$ cat src/rtl/cpu_pkg.sv
// Shared CPU definitions.
// - OE_* : bit positions in the 8-bit bus output-enable vector {EO,PO,IOH,IOL,RO,XO,YO,DO}
// - IE_* : bit positions in the 6-bit bus input-enable vector {MI,II,RI,XI,YI,DI}
// - Arbiter state encoding (CPU=0, ADDR=1, DATA=2, GAP=3)
package cpu_pkg;

  localparam int OE_EO  = 7;
  localparam int OE_PO  = 6;
  localparam int OE_IOH = 5;
  localparam int OE_IOL = 4;
  localparam int OE_RO  = 3;
  localparam int OE_XO  = 2;
  localparam int OE_YO  = 1;
  localparam int OE_DO  = 0;

  localparam int IE_MI = 5;
  localparam int IE_II = 4;
  localparam int IE_RI = 3;
  localparam int IE_XI = 2;
  localparam int IE_YI = 1;
  localparam int IE_DI = 0;

  localparam logic [1:0] ST_CPU  = 2'd0;
  localparam logic [1:0] ST_ADDR = 2'd1;
  localparam logic [1:0] ST_DATA = 2'd2;
  localparam logic [1:0] ST_GAP  = 2'd3;

  typedef enum logic [1:0] {
    S_CPU  = ST_CPU,
    S_ADDR = ST_ADDR,
    S_DATA = ST_DATA,
    S_GAP  = ST_GAP
  } arb_state_t;

endpackage

$ cat src/rtl/dma_bus_arbiter_onehot_check.sv
// onehot_check: flags when more than one bit of the input vector is set.
// Ports:
//   i_vec   : vector under test
//   o_multi : 1 when popcount(i_vec) > 1
module onehot_check #(
  parameter int W = 8
) (
  input  logic [W-1:0] i_vec,
  output logic         o_multi
);

  // Clearing the lowest set bit leaves something only if two or more were set.
  logic [W-1:0] w_low_cleared;

  assign w_low_cleared = i_vec & (i_vec - {{(W-1){1'b0}}, 1'b1});
  assign o_multi       = |w_low_cleared;

endmodule

$ cat src/rtl/dma_bus_arbiter.sv
// dma_bus_arbiter: shares the CPU's 16-bit bus between the microcoded CPU and
// one DMA master. DMA is granted only at an instruction boundary (cpu_rt), and
// while granted the CPU's enables are masked and T-state is frozen while the
// arbiter sequences MI (address) then RI/RO (data) cycles.
// Ports:
//   clk, reset (async, active-low)
//   cpu_oe/cpu_ie/cpu_pp/cpu_rt : CPU control decode inputs
//   bus                         : shared bus value, captured on DMA reads
//   dma_req/we/addr/wdata/last  : DMA master request interface
//   bus_oe/bus_ie/pp_out        : gated enables to the datapath
//   t_hold                      : freeze T-state counter while granted
//   dma_drive/dma_bus_val       : DMA-driven bus value
//   dma_ack/dma_rdata           : word completion and registered read data
//   dma_grant                   : DMA owns the bus
//   bus_conflict                : sticky multiple-driver flag
module dma_bus_arbiter
  import cpu_pkg::*;
#(
  parameter int MAX_BURST = 8,
  parameter int CPU_MIN   = 2
) (
  input  logic        clk,
  input  logic        reset,
  input  logic [7:0]  cpu_oe,
  input  logic [5:0]  cpu_ie,
  input  logic        cpu_pp,
  input  logic        cpu_rt,
  input  logic [15:0] bus,
  input  logic        dma_req,
  input  logic        dma_we,
  input  logic [15:0] dma_addr,
  input  logic [15:0] dma_wdata,
  input  logic        dma_last,
  output logic [7:0]  bus_oe,
  output logic [5:0]  bus_ie,
  output logic        pp_out,
  output logic        t_hold,
  output logic        dma_drive,
  output logic [15:0] dma_bus_val,
  output logic        dma_ack,
  output logic [15:0] dma_rdata,
  output logic        dma_grant,
  output logic        bus_conflict
);

  localparam int BW = $clog2(MAX_BURST + 1);
  localparam int CW = (CPU_MIN > 0) ? $clog2(CPU_MIN + 1) : 1;

  arb_state_t     r_state;
  logic [BW-1:0]  r_burst_cnt;
  logic [CW-1:0]  r_credit;
  logic [15:0]    r_rdata;
  logic           r_conflict;
  logic           w_conflict;
  logic           w_burst_full;

  assign w_burst_full = (r_burst_cnt == BW'(MAX_BURST - 1));

  // Any two of {dma_drive, bus_oe[7:0]} active together is a bus fight.
  onehot_check #(.W(9)) u_onehot_check (
    .i_vec   ({dma_drive, bus_oe}),
    .o_multi (w_conflict)
  );

  always_ff @(posedge clk or negedge reset) begin
    if (!reset) begin
      r_state     <= S_CPU;
      r_burst_cnt <= '0;
      r_credit    <= '0;
      r_rdata     <= '0;
      r_conflict  <= 1'b0;
    end else begin
      if (w_conflict) r_conflict <= 1'b1;
      case (r_state)
        S_CPU: begin
          if (cpu_rt) begin
            if (r_credit != '0) r_credit <= r_credit - CW'(1);
            if (dma_req && (r_credit == '0)) r_state <= S_ADDR;
          end
        end
        S_ADDR: begin
          // Request withdrawn before the data cycle: abandon the word.
          r_state <= dma_req ? S_DATA : S_GAP;
        end
        S_DATA: begin
          if (r_burst_cnt != BW'(MAX_BURST)) r_burst_cnt <= r_burst_cnt + BW'(1);
          if (!dma_we) r_rdata <= bus;
          if (dma_last || !dma_req || w_burst_full) r_state <= S_GAP;
          else                                      r_state <= S_ADDR;
        end
        S_GAP: begin
          r_credit    <= CW'(CPU_MIN);
          r_burst_cnt <= '0;
          r_state     <= S_CPU;
        end
        default: r_state <= S_CPU;
      endcase
    end
  end

  always_comb begin
    bus_oe      = '0;
    bus_ie      = '0;
    pp_out      = 1'b0;
    t_hold      = 1'b1;
    dma_drive   = 1'b0;
    dma_bus_val = '0;
    dma_ack     = 1'b0;
    dma_grant   = 1'b1;
    case (r_state)
      S_CPU: begin
        bus_oe    = cpu_oe;
        bus_ie    = cpu_ie;
        pp_out    = cpu_pp;
        t_hold    = 1'b0;
        dma_grant = 1'b0;
      end
      S_ADDR: begin
        dma_drive     = 1'b1;
        dma_bus_val   = dma_addr;
        bus_ie[IE_MI] = 1'b1;
      end
      S_DATA: begin
        dma_ack = 1'b1;
        if (dma_we) begin
          dma_drive     = 1'b1;
          dma_bus_val   = dma_wdata;
          bus_ie[IE_RI] = 1'b1;
        end else begin
          bus_oe[OE_RO] = 1'b1;
        end
      end
      default: ;
    endcase
  end

  assign dma_rdata    = r_rdata;
  assign bus_conflict = r_conflict;

endmodule

$ cat config.mk
export PLATFORM = sky130hd
export DESIGN_NAME = dma_bus_arbiter
export DESIGN_NICKNAME = d
export VERILOG_FILES = /design/src/rtl/cpu_pkg.sv /design/src/rtl/dma_bus_arbiter_onehot_check.sv /design/src/rtl/dma_bus_arbiter.sv
export SDC_FILE = /design/constraint.sdc
export NUM_CORES = 1
export LEC_CHECK = 0
export ABC_AREA = 1
export CORE_MARGIN = 3
export CORE_UTILIZATION = 32
export CTS_BUF_LIST = sky130_fd_sc_hd__clkbuf_4
export CTS_CLUSTER_SIZE = 20
export DETAILED_ROUTE_END_ITERATION = 12
export GPL_ROUTABILITY_DRIVEN = 1
export PLACE_DENSITY = 0.78
export SETUP_SLACK_MARGIN = 0.02
export SLEW_MARGIN = 10
export SYNTH_ARGS = -nofsm -noshare
export SYNTH_HDL_FRONTEND = slang
export SYNTH_SLANG_ARGS = --single-unit
$ cat constraint.sdc
create_clock -name clk -period 1.5 [get_ports clk]
set_clock_uncertainty 0.05 [all_clocks]
set_input_delay 0.3 -clock clk [delete_from_list [all_inputs] [get_ports clk]]
set_output_delay 0.3 -clock clk [all_outputs]
set_load 0.03 [all_outputs]
==> results of run 1 <==
-- logic make-up after synthesis --
kind of cell | count (synthesis) | synth area share
AOI/OAI and AO/OA | 31 | 0.0975
xor gates and xnor gates | 1 | 0.00517
adders and majority gates | 8 | 0.0591
buffers and inverters | 44 | 0.120
DFF | 25 | 0.369
muxes | 16 | 0.106
and+or+nand+nor | 98 | 0.242
-- sequential cells by signal (all words and copies together), names as in the netlist --
register      flops
r_credit          2
bus_conflict      1
r_burst_cnt       4
r_state           2
dma_rdata        16
-- cells in the mapped netlist, types with 2 or more instances --
library cell,instances
ha_1,8
nand2_1,62
nand4_1,2
nor2_1,9
a21oi_1,20
buf_6,3
buf_2,4
o21ai_0,7
nand3_1,23
dfrtp_1,25
buf_4,3
mux2_2,16
inv_1,31
-- through the flow --
stage	total power, µW	setup slack [ns]	std cells	instance area (µm²)
2_1_floorplan	4910	-0.239	223	2040
3_3_place_gp	6550	-0.302	419	3310
3_5_place_dp	6620	-0.316	419	3310
4_1_cts	8070	-0.451	446	3850
5_1_grt	9000	-0.573	452	4020
6_report	8540	-0.493	452	4020
-- per-layer routing --
| layer | vias up | share of wire |
|---|---|---|
| li1 | 1035 | - |
| met3 | 16 | 0.10 |
| met5 | - | 0 |
| met2 | 123 | 0.51 |
| met1 | 1067 | 0.37 |
| met4 | 0 | 0.016 |
-- cell type report --
type,count,area (µm²),area share
timing repair inverter,2,25.0,0.00622
timing repair buffer,167,1710,0.426
clock inverter,1,5.00,0.00124
sequential,25,626,0.156
inverter,33,143,0.0355
multi-input combinational,154,1410,0.349
clock buffer,3,22.5,0.00560
tap,67,83.8,0.0208
-- worst register-to-register path: cells and delay by family, from the launching register on --
kind	cells	cell delay, ns
buffers and inverters	4	0.66
DFF	1	0.43
muxes	1	0.33
adders and majority gates	1	0.18
and+or+nand+nor	1	0.08
-- how the worst min path moves through the flow --
stage	endpoint	slack, ns	cells past startpoint
after floorplan	bus_conflict$_DFFE_PN0P_	-0.05	0
after global placement	dma_rdata[9]$_DFFE_PN0P_	0.44	1
after detailed placement	dma_rdata[5]$_DFFE_PN0P_	0.44	1
after CTS	dma_rdata[14]$_DFFE_PN0P_	0.27	2
after global routing	dma_rdata[14]$_DFFE_PN0P_	0.29	2
final	dma_rdata[14]$_DFFE_PN0P_	0.28	2
-- power groups by stage --
| stage | logic [µW] | clock network (µW) | registers, µW |
|---|---|---|---|
| floorplan | 3290 | 0 | 1620 |
| global placement | 5380 | 0 | 1180 |
| detailed placement | 5440 | 0 | 1180 |
| CTS | 6590 | 321 | 1160 |
| global route | 7440 | 350 | 1210 |
| finish | 7060 | 302 | 1170 |
-- what timing repair did --
item	4_1_cts	5_1_grt
setup buffers	18	14
resized for setup	101	67
pin swaps	4	14
setup endpoints to repair	75	76
gates cloned	5	0
==> results.md, run 1 <==
- Status: finished with violations
- Failing checks: negative setup slack
- Final GP Congestion: 0.760
- H-tree levels: 1
- Leading area contributor after synthesis: dfrtp_1
- Hold Fails Final Rpt: 0
- CTS Hold Bufs: 0
- Ys flop type: dfrtp_1
- Switching power: around 4400 µW
- Hpwl dp: about 4.4 mm
- Post-Syn Area: 1690 µm²
- Reg2reg start: r_state[1]$_DFFE_PN0P_
- Commonest non-fill, non-tap cell in the layout: clkdlybuf4s50_1
- VDD IR max: 1230 µV
- Worst-Skew Late Latency: 0.31 ns
- Final Util: 0.819
- CP delay by family, top: buffers and inverters
- Most used cell, CP: buf_6
- CTS tree: yes
- Area grow syn2layout: 137%
- Synth top area share: 0.369
- WL final: 7.93 mm
- IO buf count: 120
- M2 GR Usage: 0.445
- Critical path launch point type: register
- Core Region: 4910 µm²
- Grt peak-use layer: met2
- Critical path data required time: roughly 1.2 ns
- Arrival @ worst endpoint: around 1.6 ns
- Initial antenna violation count: 0
- Setup slack, reg-to-reg: -0.32 ns
- Worst Setup End Kind: primary output
- Min Clock Period, post-route: 1.99 ns
- PnR worst setup slack: -0.493 ns
- Bufs and invs on worst path: 3
- Root Buffer Master: clkbuf_4
- Final nets: 463
- Hold Slack: 0.276 ns
- # diodes: 0
- Largest net degree at the start of global routing: 26
- Pwr dens: ~2100 nW/µm²
- Crit path to: dma_bus_val[5]
- Die area: approximately 6200 µm²
- Syn nets: 300
- Grt met3 use: 0.0760
- Crit path max fanout: 6
- Die Wd: between 70 and 80 µm
- Post-synthesis instance total: around 220
- First-pass GRT wire length: approximately 12 mm
- Final critical-path share of the clock period: 1.33
- First-pass DRT Iterations: 5
- Gr ovfl total: 0
- FF+latch count, synth: 25
- CP max stage delay: ~0.41 ns
- Max_cap viols: 0
- I/O pins: approximately 120
- Avg Inst Size Synth: 7.60 µm²
- Iteration-0 DRC Markers: 82
- Initial core utilization: 0.345
- Final max-slew violation count: 0
- CP Cell Sequence: buf_4 -> ha_4 -> buf_6 -> nand3_2 -> a21oi_4 -> buf_6
- Yosys warnings: 0
- CP max-delay cell: dfrtp_1
- Fmax: 502 MHz
- Sequential area share after synthesis: 0.369
- Fill cells: 274
- Cell Rows: 25
- Setup TNS: -19.75 ns
- Synth top area cells: dfrtp_1, nand2_1, mux2_2
- Crit path depth: 6
- Worst-margin pin slew: 0.325 ns
- M1 GR Usage: 0.270
- Total CTS buffers: 3
- Gr usage total: 0.243
- Asr flop ratio synth: 1.00
- Number of global-route vias before repair: 2391
- CTS Buffer Depth: 2
- RSZ-0062 raised after global routing: true
- Die H: between 70 and 80 µm
- Synth unique cells: 23
- ANT nets after route: 0
- Switching share of power: 0.512
- Reg power frac: 0.137
- Clk pwr share: 0.035
- Internal power: roughly 4200 µW
- Worst Setup Path Type: reg2out
- Comb pwr share: 0.827
- Hold crit path type: in2async
- Share of layout cells above drive strength 1: 0.522
- Sink Count: 25
- Residual DRC: 0
- WL/cell: 17.5 µm
- Final count of negative-setup-slack endpoints: approximately 60
- Routed vias: around 2.2k
- FF-to-FF End: dma_rdata[15]$_DFFE_PN0P_
- EDFF count, synth: 0
- R2r worst-path depth: 7
- Worst setup path start: r_state[1]$_DFFE_PN0P_
- Pleak: 0.00184 µW
- Most frequent cells in the layout: clkdlybuf4s50_1, buf_6, nand2_1, buf_4, dfrtp_1
- CTS clock-pin slew for the worst setup and hold paths: 0.14 ns
- Max_slew headroom: 0.783
- DR vias/cell: approximately 5
(Power assumes the default switching activity.)
==> run 2: changes to the inputs <==
Settings changed: REMOVE_ABC_BUFFERS set to 1.
==> run 2 against run 1 <==
Compared with the run above:
- the run still ends with negative setup slack left
- routed wire length increased by 19%
- register-to-register slack got worse by 0.11 ns
- sequential power increased by 3%
==> results.md, run 2 (synthesized netlist as in run 1, its figures left out) <==
- Status: finished with violations
- Failing checks: negative setup slack
- Root Buffer Master: clkbuf_4
- Number of global-route vias before repair: 2310
- First-pass DRT Iterations: 8
- Hold crit path type: in2async
- Area grow syn2layout: 138%
- Setup TNS: -22.80 ns
- VDD IR max: 1190 µV
- Core Region: 4910 µm²
- H-tree levels: 1
- Worst-Skew Late Latency: 0.32 ns
- Max_slew headroom: 0.753
- Setup slack, reg-to-reg: -0.43 ns
- Initial antenna violation count: 0
- CTS Hold Bufs: 0
- Sink Count: 25
- Arrival @ worst endpoint: 1.71 ns
- Max_cap viols: 0
- Crit path to: dma_bus_val[3]
- Hpwl dp: 4.40 mm
- Final instance area: between 4000 and 5000 µm²
- Final nets: 470
- Final count of negative-setup-slack endpoints: 60
- Flip-flop count of the largest register after layout: 16
- Final GP Congestion: a little under 0.8
- RSZ-0062 raised after global routing: true
- CTS Buffer Depth: 2
- DR vias/cell: approximately 5.3
- Fmax: 486 MHz
- Die area: just over 6000 µm²
- Bufs and invs on worst path: 3
- Worst Setup End Kind: primary output
- CP max stage delay: 0.45 ns
- Register area: about 630 µm²
- Worst setup path start: r_state[0]$_DFFE_PN0P_
- CP max-delay cell: dfrtp_1
- Final critical-path share of the clock period: 1.37
- CTS tree: yes
- Die H: 78.8 µm
- Pwr dens: ~2200 nW/µm²
- I/O pins: 121
- Min Clock Period, post-route: approximately 2.1 ns
- Post-Place Cell Area: about 3000 µm²
- First-pass GRT wire length: 11.2 mm
- Worst Setup Path Type: reg2out
- Residual DRC: 0
- Hold Fails Final Rpt: 0
- Gr ovfl total: 0
- Commonest non-fill, non-tap cell in the layout: clkdlybuf4s50_1
- Gr usage total: 0.225
- Crit path max fanout: 12
- Share of layout cells above drive strength 1: 0.505
- Worst-margin pin slew: 0.367 ns
- R2r worst-path depth: 13
- Most frequent cells in the layout: clkdlybuf4s50_1, buf_6, nand2_1, buf_4, dfrtp_1
- CTS clock-pin slew for the worst setup and hold paths: 0.15 ns
- # diodes: 0
- Fill cells: about 230
- Crit path depth: 6
- Die Wd: 78.8 µm
- WL final: 9.43 mm
- IO buf count: 120
- Post-layout power: 8960 µW
- WL/cell: between 20 and 25 µm
- Reg2reg start: r_state[1]$_DFFE_PN0P_
- Iteration-0 DRC Markers: approximately 140
- Area of the multi-input gates: roughly 1300 µm²
- Critical path launch point type: register
- ANT nets after route: 0
- Pleak: 0.00192 µW
- Routed vias: 2430
- Cell Rows: 25
- Final Util: 0.821
- Largest net degree at the start of global routing: 26
- Final max-slew violation count: 0
- Total CTS buffers: 3
- PnR worst setup slack: -0.557 ns
- Critical path data required time: 1.15 ns
- FF-to-FF End: r_burst_cnt[3]$_DFFE_PN0P_
- CP Cell Sequence: inv_2 -> ha_4 -> buf_12 -> nand3_1 -> a21oi_2 -> buf_6
- CP delay by family, top: flip-flops
- Initial core utilization: 0.345
-- run 2: timing repair --
action,in CTS,in global routing
buffers inserted,14,17
gates cloned,5,0
endpoints found under the setup margin,75,75
pin swaps,7,19
resized for setup,122,107
-- run 2: per-stage QoR --
step                std cells  worst slack [ns]  hold WS (ns)
finish                    459            -0.557         0.262
global route              459            -0.592         0.269
CTS                       443            -0.420         0.261
detailed placement        420            -0.252         0.445
global placement          420            -0.225         0.438
floorplan                 212            -0.750       -0.0456
-- run 2: worst min-delay path by stage --
stage	from	end	slack, ns	cells after the start
2_1_floorplan	reset	bus_conflict$_DFFE_PN0P_	-0.05	0
3_3_place_gp	dma_rdata[5]$_DFFE_PN0P_	dma_rdata[5]$_DFFE_PN0P_	0.44	1
3_5_place_dp	dma_rdata[7]$_DFFE_PN0P_	dma_rdata[7]$_DFFE_PN0P_	0.44	1
4_1_cts	reset	dma_rdata[1]$_DFFE_PN0P_	0.26	2
5_1_grt	reset	dma_rdata[1]$_DFFE_PN0P_	0.27	2
6_report	reset	dma_rdata[4]$_DFFE_PN0P_	0.26	2
-- run 2: layout make-up --
cell class / count / area share
multi-input cells: 154 / 0.321
flip-flops and latches: 25 / 0.155
well taps: 67 / 0.0208
clock buffers: 3 / 0.00558
clock inverters: 1 / 0.00217
repair buffers: 176 / 0.459
inverters: 33 / 0.0360
-- run 2: per-layer routing --
metal  share of wire  GRT usage  wire length, µm  vias to the layer above
met4           0.045     0.0804              429                        0
met5               0          0                0                        -
met1            0.37      0.253             3450                     1155
li1                -          -                -                     1056
met3           0.093     0.0442              874                       41
met2            0.50      0.419             4670                      178
-- run 2: where the power goes --
group          total [µW]  internal (µW)  switching [µW]  leakage (µW)
sequential           1210            994             213      0.000296
combinational        7440           3420            4020       0.00161
clock                 320            108             212     0.0000183
total                8960           4520            4440       0.00192
==> run 3: changes to the inputs <==
Settings changed: CELL_PAD_IN_SITES_DETAIL_PLACEMENT set to 1, CELL_PAD_IN_SITES_GLOBAL_PLACEMENT set to 1, CORE_UTILIZATION 32 to 21, PLACE_DENSITY 0.78 to not set, PLACE_DENSITY_LB_ADDON set to 0.1.
==> run 3 against run 2 <==
Compared with the run above:
- clock power grew 2%
- via count shrank 11%
- routed wire length shrank 18%
- total power shrank 3.0%
- cell area grew 0.99%
- non-clock buffer count shrank 5
- setup slack gained 0.049 ns
- the run still ends with negative setup slack left
- critical path depth shrank 1
==> results.md, run 3 (synthesized netlist as in run 1, its figures left out) <==
- Internal power: 4500 µW
- Sink Count: 25
- Gr usage total: 0.156
- Max_slew headroom: 0.756
- Most frequent cells in the layout: clkdlybuf4s50_1, buf_6, nand2_1, buf_4, dfrtp_1
- WL final: 7.71 mm
- Arrival @ worst endpoint: 1.66 ns
- Setup slack, reg-to-reg: -0.39 ns
- Final GP Congestion: 0.792
- CTS Buffer Depth: 2
- Residual DRC: 0
- Worst-margin pin slew: 0.365 ns
- Worst Setup Path Type: in2out
- First-pass GRT wire length: 11.3 mm
- Flip-flop count of the largest register after layout: 16
- WL/cell: 15.8 µm
- Die area: 9180 µm²
- Core Region: 7770 µm²
- DR vias/cell: 4.41
- Reg power frac: 0.136
- Share of layout cells above drive strength 1: 0.553
- DP Worst Slack: -0.322 ns
- Final Util: 0.524
- Max_cap viols: 0
- ANT nets after route: 0
- Hold crit path type: in2async
- Final count of negative-setup-slack endpoints: slightly below 60
- Crit path max fanout: 6
- # diodes: 0
- Failing checks: negative setup slack
- Die H: 95.8 µm
- Die Wd: 95.8 µm
- Critical path data required time: ~1.2 ns
- Final max-slew violation count: 0
- Hold Slack: 0.261 ns
- Cells after DPL: 456
- Finished Layout Cells: ~490
- Hpwl dp: just under 5 mm
- Gr ovfl total: 0
- Routed vias: 2156
- Pwr dens: 2130 nW/µm²
- Pleak: ~0.0019 µW
- R2r worst-path depth: 11
- Number of global-route vias before repair: ~2.3k
- Total CTS buffers: 3
- I/O pins: 121
- Clk pwr share: 0.038
- VDD IR max: around 1100 µV
- IO buf count: 120
- Min Clock Period, post-route: 2.01 ns
- CTS tree: yes
- Commonest non-fill, non-tap cell in the layout: clkdlybuf4s50_1
- Final critical-path share of the clock period: 1.34
- Cell Rows: 32
- Setup TNS: -20.43 ns
- Area grow syn2layout: 140%
- Root Buffer Master: clkbuf_4
- Hold Fails Final Rpt: 0
- Initial core utilization: 0.218
- H-tree levels: 1
- Critical path launch point type: input pin
- Largest net degree at the start of global routing: 26
- Worst Setup End Kind: primary output
- Fmax: about 500 MHz
- RSZ-0062 raised after global routing: true
- First-pass DRT Iterations: 4
- Worst-Skew Late Latency: 0.33 ns
- Status: finished with violations
- Comb pwr share: 0.826
- Switching power: 4190 µW
- Switching share of power: 0.482
- Initial antenna violation count: 0
- CTS clock-pin slew for the worst setup and hold paths: 0.16 ns
- Final nets: 465
- PnR worst setup slack: -0.508 ns
- Iteration-0 DRC Markers: 11
## run 3: cell types whose count changed in the layout (fill, tap and decap cells not counted), sizes merged
cell / delta
clkbuf: +9
clkdlybuf4s15: -9
buf: -5
clkinv: -1
clkinvlp: +1
## run 3: layout make-up
| cell class | count | area (µm²) |
|---|---|---|
| multi-input combinational | 154 | 1380 |
| clock inverter | 1 | 7.51 |
| sequential | 25 | 626 |
| tap | 102 | 128 |
| timing repair buffer | 171 | 1770 |
| clock buffer | 3 | 22.5 |
| inverter | 33 | 144 |
| fill | 862 | 3690 |
## run 3: metrics by stage
| step | total power [µW] | instance area [µm²] |
|---|---|---|
| after global placement | 5980 | 3080 |
| after detailed placement | 6040 | 3080 |
| after floorplan | 3820 | 1610 |
| final | 8690 | 4070 |
| after CTS | 8100 | 3820 |
| after global routing | 9310 | 4070 |
## run 3: power groups by stage
stage          combinational, µW  clock [µW]  sequential [µW]
5_1_grt                     7680         387             1240
4_1_cts                     6590         352             1160
3_3_place_gp                4830           0             1150
6_report                    7180         328             1180
2_1_floorplan               2210           0             1610
3_5_place_dp                4870           0             1170
## run 3: timing repair
item,in CTS,in global routing
gates resized for setup,156,90
hold buffers,0,0
setup endpoints to repair,75,77
gates cloned,5,0
buffers inserted,15,11
pin swaps,18,22
## run 3: critical path, stage by stage
cell             delay (ns)
clkdlybuf4s50_1        0.69
buf_4                  0.27
nand3_2                0.10
a21oi_2                0.15
buf_6                  0.15
## run 3: per-layer routing
| layer | vias up | part of all wire | track usage |
|---|---|---|---|
| met5 | - | 0 | 0 |
| met4 | 0 | 0.017 | 0.0367 |
| met2 | 79 | 0.51 | 0.278 |
| met3 | 10 | 0.086 | 0.0399 |
| met1 | 1027 | 0.39 | 0.188 |
| li1 | 1040 | - | - |
## run 3: path summary, 6_finish.rpt
path / endpoint / startpoint
min in group clk: dma_rdata[1]$_DFFE_PN0P_ / dma_rdata[1]$_DFFE_PN0P_
max: dma_bus_val[7] / dma_we
max reg2reg: r_burst_cnt[0]$_DFFE_PN0P_ / r_state[1]$_DFFE_PN0P_
min: dma_rdata[13]$_DFFE_PN0P_ / reset
min reg2reg: dma_rdata[1]$_DFFE_PN0P_ / dma_rdata[1]$_DFFE_PN0P_
max in group asynchronous: r_state[0]$_DFFE_PN0P_ / reset
==> RTL edit, RTL diff (settings of run 1) <==
Reset style: synchronous (`reset`), changed in one clocked block. Comments in the files are not updated.
--- a/src/rtl/dma_bus_arbiter.sv
+++ b/src/rtl/dma_bus_arbiter.sv
@@ -62,7 +62,7 @@
     .o_multi (w_conflict)
   );
 
-  always_ff @(posedge clk or negedge reset) begin
+  always_ff @(posedge clk) begin
     if (!reset) begin
       r_state     <= S_CPU;
       r_burst_cnt <= '0;
Behaviour: differs if reset is asserted again (counterexample within 4 cycles, from zero or initial values and one cycle with reset low); with reset held inactive, the same outputs for 10 cycles.
==> RTL edit against run 1 <==
Highest routed layer unchanged. Design area increased by 1.0%. Area after synthesis decreased by 5.5%. Routed wire length up 22%. Critical endpoint is now dma_bus_val[4]. Die area fell by 5.1%. Setup slack gained 0.033 ns. The run still ends with negative setup slack left. Global-route usage is 0.34 points lower. Sequential cell count stayed put. Power shrank 25%.
==> RTL edit: results <==
{
  "cp_max_fo": 4,
  "grt_max_degree": 17,
  "drive_gt1_share_pct": 50.00,
  "cpLargestDelayFamily": "flip-flops",
  "hold_class": "register to register",
  "synth_xor_area_share_pct": 0.5473,
  "via_per_inst": 5.189,
  "drt_first_pass_iters": 4,
  "ys_async_sr_fraction_pct": 0,
  "setup_viol": 60,
  "r2r-end": "bus_conflict$_SDFFE_PN0P_",
  "setup-tns-final_ns": -13.98,
  "cts-resized-gates": 113,
  "reg2reg_setup_slack_ns": -0.39,
  "grt_pass1_vias": 2315,
  "grt_pass1_wl_microns": 11700,
  "stdcell_area_sq_um": 4063,
  "p_switching_w": 0.003337,
  "ys_top_cells_by_area": "dfxtp_1 31%, nand2_1 12%, nor2_1 9.4%",
  "drt_iter0_markers": 94,
  "inverters": 32,
  "drt_wl_total_microns": 9647,
  "worst_hold_slack_ns": 0.4269,
  "netlist_top_cells_count": "51 x nand2_1, 40 x nor2_1, 27 x inv_1",
  "final_cells": 475,
  "nFillCells": 237,
  "postLayoutSetupSlackWorst_ns": -0.4592,
  "syn_inst": 251,
  "status": "complete, but fails checks",
  "synth_top_area_share_pct": 31.27,
  "placed_area_sq_um": 3287,
  "cts_setup_buffers": 16,
  "synthMuxAreaShare_pct": 0,
  "violations": "negative setup slack"
}
-- RTL edit: changes by cell type after synthesis, sizes merged, moves of 3 or more --
cell | run 1 | this run
mux2 | 16 | 0
dfrtp | 25 | 0
clkbuf | 1 | 6
inv | 32 | 29
dfxtp | 0 | 25
o21ai | 7 | 25
nand2 | 63 | 52
nor2 | 9 | 40
-- RTL edit: layer usage --
| metal | vias to the layer above | GRT usage [%] | wire length [microns] |
|---|---|---|---|
| met5 | - | 0 | 0 |
| met3 | 34 | 4.577 | 560 |
| li1 | 1128 | - | - |
| met2 | 131 | 45.03 | 5057 |
| met1 | 1172 | 26.96 | 3606 |
| met4 | 0 | 7.428 | 422 |
-- RTL edit: logic make-up after synthesis --
kind of cell	count (synthesis)
adders and majority gates	8
DFF	25
AOI/OAI and AO/OA	55
and+or+nand+nor	118
xor gates and xnor gates	1
buffers and inverters	44
